File: config.mk
export PLATFORM = sky130hd
export DESIGN_NAME = uart_rx
export DESIGN_NICKNAME = d
export VERILOG_FILES = /design/src/rtl/uart_rx_pkg.sv /design/src/rtl/uart_rx_baud_gen.sv /design/src/rtl/uart_rx.sv
export SDC_FILE = /design/constraint.sdc
export NUM_CORES = 1
export LEC_CHECK = 0
export ABC_AREA = 1
export CAP_MARGIN = 10
export CORE_MARGIN = 3
export CORE_UTILIZATION = 55
export CTS_BUF_LIST = sky130_fd_sc_hd__clkbuf_16
export CTS_CLUSTER_DIAMETER = 100
export DETAILED_ROUTE_END_ITERATION = 7
export HOLD_SLACK_MARGIN = 0.08
export PLACE_DENSITY = 0.85
export SLEW_MARGIN = 20
export SYNTH_ARGS = -nofsm -noshare
export SYNTH_HDL_FRONTEND = slang
export SYNTH_SLANG_ARGS = --single-unit
export TNS_END_PERCENT = 50
File: constraint.sdc
create_clock -name pclk -period 1.98 [get_ports pclk]
set_clock_uncertainty 0.2 [all_clocks]
set_input_delay 0.396 -clock pclk [delete_from_list [all_inputs] [get_ports pclk]]
set_output_delay 0.396 -clock pclk [all_outputs]
set_load 0.01 [all_outputs]
File: src/rtl/uart_rx_pkg.sv
`default_nettype none
// ============================================================================
// Module  : uart_rx_pkg
// Purpose : Shared FSM state encoding and parameter defaults for uart_rx.
// Revision: 1.0 - initial release
// ============================================================================
package uart_rx_pkg;

  typedef enum logic [2:0] {
    ST_IDLE      = 3'd0,
    ST_START     = 3'd1,
    ST_DATA      = 3'd2,
    ST_PARITY    = 3'd3,
    ST_STOP      = 3'd4,
    ST_WAIT_IDLE = 3'd5
  } state_t;

  localparam int c_DEF_DATA_WIDTH = 8;
  localparam int c_DEF_OVERSAMPLE = 16;
  localparam int c_DEF_BAUD_DIV   = 27;
  localparam int c_DEF_PARITY_EN  = 1;
  localparam int c_DEF_PARITY_ODD = 0;
  localparam int c_DEF_STOP_BITS  = 1;

endpackage
`default_nettype wire

File: src/rtl/uart_rx_baud_gen.sv
`default_nettype none
// ============================================================================
// Module  : uart_rx_baud_gen
// Purpose : Oversample tick generator. Divides pclk by BAUD_DIV while
//           enabled and holds at zero otherwise, so every frame starts
//           with a freshly aligned tick phase.
// Revision: 1.0 - initial release
// ============================================================================
module uart_rx_baud_gen
  import uart_rx_pkg::*;
#(
  parameter int BAUD_DIV = c_DEF_BAUD_DIV
) (
  input  logic pclk,
  input  logic areset,
  input  logic i_en,
  output logic o_tick
);

  localparam int c_CNT_W = (BAUD_DIV > 1) ? $clog2(BAUD_DIV) : 1;
  localparam logic [c_CNT_W-1:0] c_CNT_LAST = c_CNT_W'(BAUD_DIV - 1);

  logic [c_CNT_W-1:0] r_cnt;

  // Free-running divider while enabled; parked at zero while idle.
  always_ff @(posedge pclk or negedge areset) begin
    if (!areset) begin
      r_cnt <= '0;
    end else if (!i_en || (r_cnt == c_CNT_LAST)) begin
      r_cnt <= '0;
    end else begin
      r_cnt <= r_cnt + 1'b1;
    end
  end

  assign o_tick = i_en && (r_cnt == c_CNT_LAST);

endmodule
`default_nettype wire

File: src/rtl/uart_rx.sv
`default_nettype none
// ============================================================================
// Module  : uart_rx
// Purpose : Oversampling UART receiver with 2-of-3 majority bit decisions,
//           optional parity, 1/2 stop bits and a one-word output holding
//           register with valid/ready handshake and overrun reporting.
// Revision: 1.0 - initial release
// ============================================================================
module uart_rx
  import uart_rx_pkg::*;
#(
  parameter int DATA_WIDTH = c_DEF_DATA_WIDTH,
  parameter int OVERSAMPLE = c_DEF_OVERSAMPLE,
  parameter int BAUD_DIV   = c_DEF_BAUD_DIV,
  parameter int PARITY_EN  = c_DEF_PARITY_EN,
  parameter int PARITY_ODD = c_DEF_PARITY_ODD,
  parameter int STOP_BITS  = c_DEF_STOP_BITS
) (
  input  logic                  pclk,
  input  logic                  areset,
  input  logic                  rx,
  output logic [DATA_WIDTH-1:0] rx_data,
  output logic                  rx_valid,
  input  logic                  rx_ready,
  output logic                  parity_err,
  output logic                  frame_err,
  output logic                  overrun_err,
  output logic                  busy
);

  localparam int c_OS_W = $clog2(OVERSAMPLE);
  localparam int c_BC_W = $clog2(DATA_WIDTH);
  localparam logic [c_OS_W-1:0] c_OS_S0   = c_OS_W'(OVERSAMPLE / 2 - 1);
  localparam logic [c_OS_W-1:0] c_OS_S1   = c_OS_W'(OVERSAMPLE / 2);
  localparam logic [c_OS_W-1:0] c_OS_S2   = c_OS_W'(OVERSAMPLE / 2 + 1);
  localparam logic [c_OS_W-1:0] c_OS_LAST = c_OS_W'(OVERSAMPLE - 1);
  localparam logic [c_BC_W-1:0] c_BIT_LAST  = c_BC_W'(DATA_WIDTH - 1);
  localparam logic [c_BC_W-1:0] c_STOP_LAST = c_BC_W'(STOP_BITS - 1);

  state_t                r_state, w_next;
  logic                  r_rx_meta, r_rx_sync, r_rx_prev;
  logic [c_OS_W-1:0]     r_os_cnt;
  logic [c_BC_W-1:0]     r_bit_cnt;
  logic                  r_s0, r_s1;
  logic [DATA_WIDTH-1:0] r_shift;
  logic                  r_par_bad, r_frm_err;
  logic [DATA_WIDTH-1:0] r_data;
  logic                  r_valid, r_perr, r_ferr, r_ovr;

  logic w_tick, w_busy, w_fall, w_maj, w_decide, w_bit_end;
  logic w_frame_done, w_ferr_final, w_load;

  assign w_busy       = (r_state != ST_IDLE);
  assign w_fall       = r_rx_prev & ~r_rx_sync;
  // Third sample is the live synchronized line at the decision tick.
  assign w_maj        = (r_s0 & r_s1) | (r_s0 & r_rx_sync) | (r_s1 & r_rx_sync);
  assign w_decide     = w_tick && (r_os_cnt == c_OS_S2);
  assign w_bit_end    = w_tick && (r_os_cnt == c_OS_LAST);
  assign w_frame_done = (r_state == ST_STOP) && w_decide && (r_bit_cnt == c_STOP_LAST);
  assign w_ferr_final = r_frm_err | ~w_maj;
  // A completed frame is kept only if the holding register is free this cycle.
  assign w_load       = w_frame_done && (!r_valid || rx_ready);

  uart_rx_baud_gen #(
    .BAUD_DIV (BAUD_DIV)
  ) u_baud_gen (
    .pclk   (pclk),
    .areset (areset),
    .i_en   (w_busy),
    .o_tick (w_tick)
  );

  // Two-flop synchronizer plus one delayed copy for start-edge detection.
  always_ff @(posedge pclk or negedge areset) begin
    if (!areset) begin
      r_rx_meta <= 1'b1;
      r_rx_sync <= 1'b1;
      r_rx_prev <= 1'b1;
    end else begin
      r_rx_meta <= rx;
      r_rx_sync <= r_rx_meta;
      r_rx_prev <= r_rx_sync;
    end
  end

  // FSM state register.
  always_ff @(posedge pclk or negedge areset) begin
    if (!areset) r_state <= ST_IDLE;
    else         r_state <= w_next;
  end

  // FSM next-state logic; stop-bit exit happens at the decision point so the
  // receiver is ready for the next start edge half a bit early.
  always_comb begin
    w_next = r_state;
    case (r_state)
      ST_IDLE:      if (w_fall) w_next = ST_START;
      ST_START: begin
        if (w_decide && w_maj) w_next = ST_IDLE;
        else if (w_bit_end)    w_next = ST_DATA;
      end
      ST_DATA:      if (w_bit_end && (r_bit_cnt == c_BIT_LAST))
                      w_next = (PARITY_EN != 0) ? ST_PARITY : ST_STOP;
      ST_PARITY:    if (w_bit_end) w_next = ST_STOP;
      ST_STOP:      if (w_frame_done) w_next = w_ferr_final ? ST_WAIT_IDLE : ST_IDLE;
      ST_WAIT_IDLE: if (r_rx_sync) w_next = ST_IDLE;
      default:      w_next = ST_IDLE;
    endcase
  end

  // Bit timing, sampling and frame assembly datapath.
  always_ff @(posedge pclk or negedge areset) begin
    if (!areset) begin
      r_os_cnt  <= '0;
      r_bit_cnt <= '0;
      r_s0      <= 1'b1;
      r_s1      <= 1'b1;
      r_shift   <= '0;
      r_par_bad <= 1'b0;
      r_frm_err <= 1'b0;
    end else if (r_state == ST_IDLE) begin
      r_os_cnt  <= '0;
      r_bit_cnt <= '0;
      r_par_bad <= 1'b0;
      r_frm_err <= 1'b0;
    end else begin
      if (w_tick) r_os_cnt <= (r_os_cnt == c_OS_LAST) ? '0 : r_os_cnt + 1'b1;
      if (w_tick && (r_os_cnt == c_OS_S0)) r_s0 <= r_rx_sync;
      if (w_tick && (r_os_cnt == c_OS_S1)) r_s1 <= r_rx_sync;
      if (w_bit_end) begin
        if (r_state == ST_DATA)
          r_bit_cnt <= (r_bit_cnt == c_BIT_LAST) ? '0 : r_bit_cnt + 1'b1;
        else if (r_state == ST_STOP)
          r_bit_cnt <= r_bit_cnt + 1'b1;
      end
      if (w_decide) begin
        case (r_state)
          ST_DATA:   r_shift   <= {w_maj, r_shift[DATA_WIDTH-1:1]};
          ST_PARITY: r_par_bad <= (^r_shift) ^ w_maj ^ (PARITY_ODD != 0);
          ST_STOP:   r_frm_err <= w_ferr_final;
          default:   ;
        endcase
      end
    end
  end

  // Output holding register with valid/ready handshake and overrun pulse.
  always_ff @(posedge pclk or negedge areset) begin
    if (!areset) begin
      r_data  <= '0;
      r_valid <= 1'b0;
      r_perr  <= 1'b0;
      r_ferr  <= 1'b0;
      r_ovr   <= 1'b0;
    end else begin
      r_ovr <= w_frame_done && r_valid && !rx_ready;
      if (w_load) begin
        r_data  <= r_shift;
        r_perr  <= r_par_bad;
        r_ferr  <= w_ferr_final;
        r_valid <= 1'b1;
      end else if (r_valid && rx_ready) begin
        r_valid <= 1'b0;
      end
    end
  end

  assign rx_data     = r_data;
  assign rx_valid    = r_valid;
  assign parity_err  = r_perr;
  assign frame_err   = r_ferr;
  assign overrun_err = r_ovr;
  assign busy        = w_busy;

endmodule
`default_nettype wire

==> results.md <==
* Status: finished, final reports clean
* Family with the most delay on the worst path: flip-flops
* Final slew viol count at 0
* Crit path to: busy
* Max cap viols at 0
* Commonest non-fill, non-tap cells in the layout: nand2_1 (59), inv_1 (37), dfrtp_1 (36)
* # fillers at 288
* DP HPWL at 3.02 mm
* Die area at 4890 um^2
* Worst-path clk slew at 0.06 ns
* Finish-stage setup viols at 0
* Initial drt markers at 65
* Seq/Total Area, Yosys at 0.470
* CP endpoint kind: primary output
* Synth cell types at 30
* Drt pass-1 iters at 4
* Synth top area cells: dfrtp_1 (41%), nand2_1 (9.9%), o21ai_2 (7.0%)
* Total track usage at 0.195
* Hold_ws at 0.154 ns
* Min-delay worst type: reg2reg
* Area occupied by multi-input gates at 1040 um^2
* Seq cells post-synth at 42
* Hold Fails Final Rpt at 0
* Wire per inst at 13.0 um
* Worst reg2reg endpoint: frame_err$_DFFE_PN0P_
* Total clock buffers created by CTS at 5
* I/O pin total at 17
* Ordered list of cells on the worst path: nor2_4 -> nand2_8 -> dlygate4sd2_1
* Root Buffer: clkbuf_16
* Comb pwr share at 0.268
* Avg Inst Size Synth at 8.99 um^2
* Worst EP required at 1.38 ns
* Avg Vias per Cell at 5.19
* Layout cells sized above 1 at 0.249
* DRC violations left at 0
* Reg area at 1060 um^2
* Area leader, netlist: dfrtp_1
* CP max-delay cell: dfrtp_2
* NetSw at 0.000833 W
* RSZ-0062 raised after global routing: no
* Core Area at 3800 um^2
* FF-to-FF path depth at 11
* Tcrit/Tclk final at 0.939
* Die X at 69.9 um
* IO buf count at 16
* DP Area at 2480 um^2
* CTS tree: yes
* Postcts setup bufs at 0
* Initial antenna violation count at 0
* Die extent in y at 69.9 um
* Routability cong. at 0.856
* Delay of the slowest critical-path stage at 0.44 ns
* Yosys warnings at 0
* R2r startpoint: u_baud_gen.r_cnt[0]$_DFF_PN0_
* Syn Inst Count at 250
* Crit Path Class: reg2out
* CTS max path bufs at 2
* Vias in the first global route at 1670
* Critical-path maximum fanout at 5
* Seq pwr share at 0.385
* H-tree levels at 2
* Yosys top cell area share at 0.412
* Fin area at 2700 um^2
* Initial Util at 0.592
* CTS sink cnt at 42
* Crit path buffers/inverters at 1
* Flop-to-flop setup slack at 0.12 ns
* Clock Latency Late Sink at 0.28 ns
* Via Count at 1707
* Startpoint Class: register
* GRT overflow at 0
* Peak supply drop at 1.04 mV
* Area growth, synth to finish at 19.9%
* Final wirelength at 4.27 mm
* Worst slew pin tran at 0.529 ns
* Slew margin rel. at 0.647
* Sw Ratio at 0.322
* Mapped Area at 2250 um^2
* Ant diodes at 0
* Pin count of the biggest net entering global routing at 43
* Clock period minus final worst setup slack at 1.86 ns
* ANT nets after route at 0
* Mapped Nets at 262
* CP Launch Point: r_state[0]$_DFFE_PN0P_
* First-pass GRT wire length at 7.53 mm
* Leading cell type in the layout, fill and taps excluded: nand2_1
* Worst Path Arrival at 1.26 ns
* Power per Cell Area at 961 nW/um^2
* Fin nets at 292
* Pint at 0.00176 W
* Clk pwr share at 0.347
* Max Freq at 538 MHz
* Leak at 1.29 nW
* Row count at 22
* Crit. path cell count at 3
## flip-flops by register name (all words and copies together) (netlist names), 3 cells and up
signal / count
r_bit_cnt: 3
u_baud_gen.r_cnt: 5
r_state: 3
rx_data: 8
r_os_cnt: 4
r_shift: 8
## cell type report
cell class | instances | area share
clock inverters | 3 | 0.0139
flip-flops and latches | 42 | 0.393
inverters | 40 | 0.0585
repair buffers | 24 | 0.0803
clock buffers | 5 | 0.0464
multi-input cells | 167 | 0.386
well taps | 48 | 0.0223
## per-stage QoR
step | setup slack, ns | TNS, ns | util | power, W | instances
after floorplan | 0.196 | 0 | - | 0.00147 | 250
after global placement | 0.0664 | 0 | 0.652 | 0.00165 | 318
after detailed placement | -0.00546 | -0.0153 | 0.652 | 0.00168 | 318
after CTS | 0.0887 | 0 | 0.704 | 0.00259 | 328
after global routing | 0.00670 | 0 | 0.709 | 0.00275 | 329
final | 0.120 | 0 | 0.709 | 0.00259 | 329
## routing by layer
metal	up-vias	routed length, um	GRT usage
met1	812	1920	0.246
met4	0	74	0.0702
met3	6	178	0.0532
met5	-	0	0
met2	34	2100	0.320
li1	855	-	-
## worst min path at each step
stage / start / to / slack, ns / cells after the start
floorplan: areset / frame_err$_DFFE_PN0P_ / -0.1 / 0
global placement: r_rx_meta$_DFF_PN1_ / r_rx_sync$_DFF_PN1_ / 0.15 / 0
detailed placement: r_rx_meta$_DFF_PN1_ / r_rx_sync$_DFF_PN1_ / 0.15 / 0
CTS: r_rx_meta$_DFF_PN1_ / r_rx_sync$_DFF_PN1_ / 0.16 / 0
global route: r_rx_meta$_DFF_PN1_ / r_rx_sync$_DFF_PN1_ / 0.16 / 0
finish: r_rx_meta$_DFF_PN1_ / r_rx_sync$_DFF_PN1_ / 0.15 / 0
## power groups by stage
stage                     clock network [W]  logic (W)  registers (W)
final                              0.000899   0.000693       0.000998
after global routing               0.000947   0.000788        0.00101
after CTS                          0.000911   0.000680       0.000999
after detailed placement                  0   0.000673        0.00101
after global placement                    0   0.000652        0.00100
after floorplan                           0   0.000471       0.000997
## logic make-up after synthesis
logic type               count (synthesis)  share of synthesized area
AO/OA/AOI/OAI                           34                      0.111
XOR/XNOR                                 6                     0.0234
adder cells (fa/ha/maj)                  8                     0.0445
buffers and inverters                   43                     0.0869
flip-flops                              42                      0.470
AND/OR/NAND/NOR                        117                      0.263
## repair_timing
item / 4_1_cts / 5_1_grt
resized for setup: 4 / 3
pin swaps: 2 / 3
setup endpoints to repair: 11 / 12
endpoints found under the hold margin: 37 / 0
gates cloned: 1 / 1
hold buffers: 1 / 0
## synthesized netlist by cell type
cell and count:
inv_6 1, inv_4 1, inv_2 2, o21ai_2 18
o21bai_1 1, nor2_1 13, ha_1 8, nor3_1 3
buf_8 1, nand2_4 2, o32ai_1 1, nand2_2 13
xnor2_1 3, o211ai_1 1, dfrtp_1 37, nand3_1 10
nand2_1 59, a21oi_1 2, nand4_1 8, xor2_1 3
nand3_4 1, nand2_8 1, o22ai_1 3, o21ai_0 8
nor2_8 1, nor2_2 4, buf_6 2, dfstp_2 5
nand3_2 2, inv_1 36
## worst reg2reg max path: stages (launching register included)
cell,delay (ns)
dfrtp_1,0.40
inv_1,0.07
ha_1,0.14
nand2_1,0.06
nor2_2,0.11
inv_2,0.08
nor2_8,0.13
nand2_4,0.08
inv_4,0.12
nand3_2,0.19
nand2_2,0.12
o21ai_2,0.06
Power figures use the tool's default switching activity.
